### src/rtl/slot_allocator.sv
// rtl/slot_allocator.sv - free-bitmap slot allocator with multi-port offer, grant and release
module slot_allocator #(
    parameter int NUM_SLOTS = 32,
    parameter int NUM_ALLOC = 2,
    parameter int NUM_FREE  = 2,
    localparam int IDXW = $clog2(NUM_SLOTS),
    localparam int CW   = IDXW + 1
) (
    input  logic                      clk,
    input  logic                      rst,
    input  logic                      IN_flush,
    input  logic [NUM_ALLOC-1:0]      IN_allocReq,
    output logic [NUM_ALLOC*IDXW-1:0] OUT_allocIdx,
    output logic [NUM_ALLOC-1:0]      OUT_allocValid,
    input  logic [NUM_FREE-1:0]       IN_freeValid,
    input  logic [NUM_FREE*IDXW-1:0]  IN_freeIdx,
    output logic [CW-1:0]             OUT_freeCount,
    output logic                      OUT_full,
    output logic                      OUT_error
);

    logic [NUM_SLOTS-1:0] bitmap;
    logic [NUM_SLOTS-1:0] mask;
    logic [NUM_SLOTS-1:0] bm_next;
    logic [NUM_SLOTS-1:0] seen;
    logic [IDXW-1:0]      pick;
    logic [IDXW-1:0]      ridx;
    logic                 found;
    logic                 rel_err;
    logic [CW-1:0]        n_grant;
    logic [CW-1:0]        n_rel;
    logic [CW-1:0]        cnt_next;

    // Each port takes the lowest bit still set after earlier ports removed theirs.
    always_comb begin
        mask           = bitmap;
        OUT_allocValid = '0;
        OUT_allocIdx   = '0;
        found          = 1'b0;
        pick           = '0;
        for (int i = 0; i < NUM_ALLOC; i++) begin
            found = 1'b0;
            pick  = '0;
            for (int s = 0; s < NUM_SLOTS; s++) begin
                if (!found && mask[s]) begin
                    found = 1'b1;
                    pick  = IDXW'(s);
                end
            end
            if (found) begin
                mask[pick] = 1'b0;
            end
            OUT_allocValid[i]             = found;
            OUT_allocIdx[i*IDXW +: IDXW]  = pick;
        end
    end

    always_comb begin
        bm_next = bitmap;
        seen    = '0;
        n_grant = '0;
        n_rel   = '0;
        rel_err = 1'b0;
        ridx    = '0;
        for (int i = 0; i < NUM_ALLOC; i++) begin
            if (IN_allocReq[i] && OUT_allocValid[i]) begin
                bm_next[OUT_allocIdx[i*IDXW +: IDXW]] = 1'b0;
                n_grant = n_grant + CW'(1);
            end
        end
        // A release is good only if in range, currently allocated, and not already released this cycle.
        for (int j = 0; j < NUM_FREE; j++) begin
            ridx = IN_freeIdx[j*IDXW +: IDXW];
            if (IN_freeValid[j]) begin
                if ({1'b0, ridx} >= CW'(NUM_SLOTS)) begin
                    rel_err = 1'b1;
                end else if (bitmap[ridx] || seen[ridx]) begin
                    rel_err = 1'b1;
                end else begin
                    seen[ridx]    = 1'b1;
                    bm_next[ridx] = 1'b1;
                    n_rel         = n_rel + CW'(1);
                end
            end
        end
        cnt_next = OUT_freeCount + n_rel - n_grant;
    end

    always_ff @(posedge clk) begin
        if (rst) begin
            bitmap        <= '1;
            OUT_freeCount <= CW'(NUM_SLOTS);
            OUT_full      <= 1'b0;
            OUT_error     <= 1'b0;
        end else if (IN_flush) begin
            bitmap        <= '1;
            OUT_freeCount <= CW'(NUM_SLOTS);
            OUT_full      <= 1'b0;
            OUT_error     <= OUT_error | rel_err;
        end else begin
            bitmap        <= bm_next;
            OUT_freeCount <= cnt_next;
            OUT_full      <= (cnt_next == '0);
            OUT_error     <= OUT_error | rel_err;
        end
    end

endmodule

### config.mk
export PLATFORM = sky130hd
export DESIGN_NAME = slot_allocator
export DESIGN_NICKNAME = d
export VERILOG_FILES = /design/src/rtl/slot_allocator.sv
export SDC_FILE = /design/constraint.sdc
export NUM_CORES = 1
export LEC_CHECK = 0
export BUFFER_PORTS_ARGS = -buffer_cell sky130_fd_sc_hd__buf_2
export CAP_MARGIN = 20
export CORE_MARGIN = 4
export CORE_UTILIZATION = 45
export DETAILED_ROUTE_END_ITERATION = 12
export GPL_TIMING_DRIVEN = 0
export PLACE_DENSITY_LB_ADDON = 0.12
export SYNTH_ARGS = -nofsm -noshare
export SYNTH_HDL_FRONTEND = slang
export SYNTH_SLANG_ARGS = --single-unit
### constraint.sdc
create_clock -name clk -period 11.1 [get_ports clk]
set_input_delay 1.665 -clock clk [delete_from_list [all_inputs] [get_ports clk]]
set_output_delay 1.665 -clock clk [all_outputs]
set_load 0.1 [all_outputs]
## Word level (Yosys, flattened, before mapping)

Memories as Yosys holds them, arrays and structs flattened.
Cells that the tools add are included.

- Register bits: 40
- Bits in read-only memories: 32
- Bits of input ports: 17
- Word-level logic and storage cells: 318
- Memories: 1

- $add $sub $neg: 4
- Magnitude comparators: 8
- Mux-type cells: 160
- Bitwise logic cells: 7
- Reduce and logical (&&, ||, !) cells: 134

Memories:

| name | words | bits a word | read ports | clocked after Yosys merged registers in | write ports | RTL line | text |
|---|---|---|---|---|---|---|---|
| (no name shown) | 32 | 1 | 1 | 0 | 0 | 77 | `end else if (bitmap[ridx] \|\| seen[ridx]) begin` |

Operators by type and width:

| operator | number |
|---|---|
| $mux W5 | 60 |
| $mux W32 | 9 |
| $mux W1 | 81 |
| $logic_and A1 B1 Y1 | 68 |
| $and A32 B32 Y32 | 2 |
| $not A32 Y32 | 2 |
| $or A32 B32 Y32 | 2 |
| $logic_not A1 Y1 | 62 |
| $lt A5 B6 Y1 const B | 4 |
| $demux W1 S5 | 4 |
| $ge A5 B1 Y1 const B | 4 |
| $mux W6 | 3 |
| $bmux W1 S5 | 3 |
| $add A6 B1 Y6 const B | 2 |
| $add A6 B6 Y6 | 1 |
| $logic_not A6 Y1 | 1 |
| $sub A6 B6 Y6 | 1 |
| $logic_or A1 B1 Y1 | 2 |
| $reduce_or A2 Y1 | 1 |
| $or A1 B1 Y1 | 1 |

## Logic depth before layout (Yosys ltp)

- Depth after elaboration: 208
- Mapped depth: 21

## Least setup slack after synthesis

Ideal clock, no wire load.

- Path kind: input -> register
- From: input port IN_freeIdx[0]
- To: register OUT_full
- Setup time: 92 ps
- Data arrival time: 5628 ps
- Slack: 5380 ps
- Stages: 21
- Path through: buf_2 mux4_2 a22o_1 a221oi_1 and3_1 and2_1 clkbuf_1 a41o_1 inv_1 ha_1 nand2_1 fa_1 inv_1 ha_1 a21o_1 a21oi_1 o21bai_1 a21oi_1 xnor2_1 nand2_1 nor4_1

- Longest elaborated chain between the ends: 14
- Elaborated cells on any way between the ends: 23

Ends and longest elaborated chain:

| element | RTL line | text |
|---|---|---|
| from (decl) | 16 | `input logic [NUM_FREE*IDXW-1:0] IN_freeIdx,` |
| $lt A5 B6 Y1 (implied by the code) / $ge A5 B1 Y1 (equally long branches) | 80 | `seen[ridx] = 1'b1;` |
| $logic_and A1 B1 Y1 (implied by the code) | 80 |  |
| $mux W1 (implied by the code) | 80 |  |
| $demux W1 S5 | 80 |  |
| $mux W32 | 77 |  |
| $mux W32 | 74 | `if (IN_freeValid[j]) begin` |
| $bmux W1 S5 | 77 |  |
| $mux W1 (implied by the code) | 77 |  |
| $logic_or A1 B1 Y1 | 77 |  |
| $mux W6 | 77 |  |
| $mux W6 * | 74 |  |
| $add A6 B6 Y6 * | 86 | `cnt_next = OUT_freeCount + n_rel - n_grant;` |
| $sub A6 B6 Y6 * | 86 |  |
| $logic_not A6 Y1 * | 103 | `OUT_full <= (cnt_next == '0);` |
| to (signal assigned) | 103 |  |
| to (decl) | 18 | `output logic OUT_full,` |

Every way passes the cells marked *; elsewhere a longest branch is shown, timed or not. The select of a mux whose other input is x is not followed.
A chain may end at the register's enable or synchronous reset.

## Final worst setup path

- From: input port IN_freeIdx[1]
- To: register OUT_full

Same word-level chain as after synthesis.

==> impl_metrics.tcl <==
set metrics [dict create \
    status "complete, no violations" \
    grt_usage 0.295 \
    synth_common_cells "nand2_1, nor2_1, clkbuf_1, dfxtp_1, o21ai_0" \
    clkPwrFrac 0.281 \
    drtIter0Drc 815 \
    portBuffers 35 \
    drv_cap 0 \
    path_class "in2reg" \
    power_frac_comb 0.374 \
    synth_edf_count 0 \
    grt_pass1_vias 4984 \
    synth_top_cell_area_share 0.170 \
    fmax_mhz 161 \
    slew_viol_final 0 \
    end_kind "flip-flop" \
    synth_most_common_cell "nand2_1" \
    cts-buffers-inserted 5 \
    antennaDiodeCount 0 \
    synth_ff_type "dfxtp_1" \
    hold_depth 2 \
    rows 37 \
    vias_per_cell 6.85 \
    pwr-share-seq 0.345 \
    hp-class "reg2reg" \
    fin_area_um2 5160 \
    worst_r2r_path_depth 19 \
    syn_nets 652 \
    wl_per_cell_um 21.9 \
    cts_tree "yes" \
    postRouteAntennaNets 0 \
    finalPower_uw 447 \
    grt_max_degree 14 \
    grt_pass1_wl_mm 27.3 \
    syn_inst 625 \
    min_period_ns 6.20 \
    critical_path_required_ns 11.30 \
    fillers 1019 \
    timing.final.crit_share 0.559 \
    h-tree-depth 2 \
    die_area_um2 12100 \
    placed_cells 797 \
    synth_cell_types 82 \
    cts_resized 0 \
    final_cells 805 \
    dpl_cell_area_um2 5050 \
    rsz0062_at_grt "no" \
    cts_hold_buf 0 \
    synth.largest_area_cell "dfxtp_1" \
    report.final.hold_viol_count 0 \
    synth-seq-cells 40 \
    die-height_um 110 \
    area_delta_synth_final_pct 9.82 \
    drtPass1Iterations 6 \
    worst_ep_arrival_time_ns 6.41 \
    start_util 0.460 \
    clkTransAtPathRegs_ns 0.08 \
    power_density_nw_per_um2 86.5 \
    antenna_found_initial 0 \
    synth.area.top_cells "dfxtp_1, mux4_2, nand2_1, o21ai_0, a21oi_1" \
    critPathMaxFanout 10 \
    wl_mm 17.7 \
    slew_headroom 0.227 \
    place_congestion 1.02 \
    layout-drive-gt1-share 0.149 \
    cellLeakagePower_uw 0.00189 \
    cts_setup_buffers 0 \
    syn-cell-area_um2 4700 \
    syn_area_per_cell_um2 7.52 \
    setup_tns_ns 0 \
    cts_max_path_buffers 2 \
    die_w_um 110 \
    seq_area_frac_synth 0.170 \
    yosys_warnings 0 \
    fin_skew_ns 0.0176 \
    numClockSinks 40 \
    nNetsFinal 695 \
    fin_util 0.505 \
    tightest_slew_ns 1.15 \
    grt_overflow 0 \
    setup-violations-final 0 \
    root_buffer "clkbuf_8" \
    dp_hpwl_mm 13.6 \
    route.detailed.drc 0 \
    ioPinCount 37 \
    clock_insertion_delay_worst_skew_ns 0.32 \
    vias 5517 \
    postSynth.asyncResetShare 0 \
    switching_share 0.404 \
    p_sw_uw 180 \
    crit_path_start_kind "primary input" \
    max-vdd-ir-drop_mv 0.0775 \
    core_area_um2 10200 \
    intPower_uw 266 \
]
-- per-stage QoR --
stage,setup WS [ns],hold slack (ns)
final,4.90,0.483
after global routing,4.53,0.542
after CTS,4.88,0.492
after detailed placement,4.59,0.469
after global placement,4.72,0.456
after floorplan,5.38,0.539
-- state kept, by name (all words and copies together), names as in the netlist --
name / flops
OUT_freeCount: 6
OUT_error: 1
bitmap: 32
OUT_full: 1
-- critical path: stages --
cell and delay, ns:
buf_2 0.13, buf_1 0.60, mux4_2 0.46, a221oi_1 0.26
and3_1 0.22, and2_1 0.13, clkbuf_1 0.22, a41o_1 0.38
inv_1 0.08, ha_1 0.20, nand2_1 0.09, fa_1 0.45
inv_1 0.08, ha_1 0.22, a21o_1 0.17, a21oi_1 0.22
o21bai_1 0.10, a21oi_1 0.18, xnor2_1 0.14, nand2_1 0.08
nor4_1 0.32
-- kinds of logic (layout without fill, tap and decap cells) --
logic type | after synthesis | in the layout | share of synthesized area
adder cells (fa/ha/maj) | 18 | 18 | 0.0471
buffers and inverters | 93 | 137 | 0.0774
multiplexers | 21 | 21 | 0.0878
flip-flops | 40 | 40 | 0.170
AO/OA/AOI/OAI | 209 | 209 | 0.318
XOR/XNOR | 13 | 13 | 0.0242
AND/OR/NAND/NOR | 231 | 231 | 0.275
-- power by group through the flow --
stage	combinational [µW]	clock [µW]	sequential, µW
after floorplan	89.9	0	198
after global placement	163	0	157
after detailed placement	164	0	158
after CTS	166	125	154
after global routing	180	131	155
final	167	126	154
-- area by class of cell --
cell class | instances | area, µm² | share of cell area
multi-input combinational | 492 | 3540 | 0.685
clock buffer | 5 | 68.8 | 0.0133
timing repair buffer | 36 | 180 | 0.0349
sequential | 40 | 801 | 0.155
clock inverter | 3 | 42.5 | 0.00824
inverter | 34 | 128 | 0.0247
tap | 136 | 170 | 0.0330
buffer | 59 | 236 | 0.0458
-- cell usage in the layout (no fill, tap or decap), types with 7 or more instances in the layout --
cell      Yosys  layout
ha_1          8       8
nand4_1       7       7
a211o_1       7       7
a21oi_1      35      35
o211ai_1     14      14
inv_1        33      33
nor2b_1      12      12
nor3_1       19      19
clkbuf_1     43      43
buf_2         9      45
maj3_1        7       7
a211oi_1      7       7
xor2_1        8       8
nand2_1      53      53
a221oi_1     17      17
nor2_1       46      46
dfxtp_1      40      40
o221ai_1     12      12
and2_1        9       9
nor3b_1      10      10
a31oi_1       8       8
mux4_2       16      16
o21ai_0      39      39
nand3_1      19      19
o31ai_1       9       9
-- routing by layer --
| metal | vias up | track usage | part of all wire | wire [µm] |
|---|---|---|---|---|
| li1 | 2477 | - | - | - |
| met1 | 2549 | 0.420 | 0.40 | 7130 |
| met2 | 424 | 0.441 | 0.43 | 7530 |
| met3 | 67 | 0.0483 | 0.13 | 2220 |
| met4 | 0 | 0.120 | 0.043 | 767 |
| met5 | - | 0 | 0 | 0 |
-- path summary, 6_finish.rpt --
check	from	slack, ns	endpoint
max	IN_freeIdx[1]	4.90	OUT_full
min	OUT_error	0.48	OUT_error
max reg2reg	bitmap[0]	5.61	OUT_full
min reg2reg	OUT_error	0.48	OUT_error
Note: power is estimated with default switching activity, not from simulation.
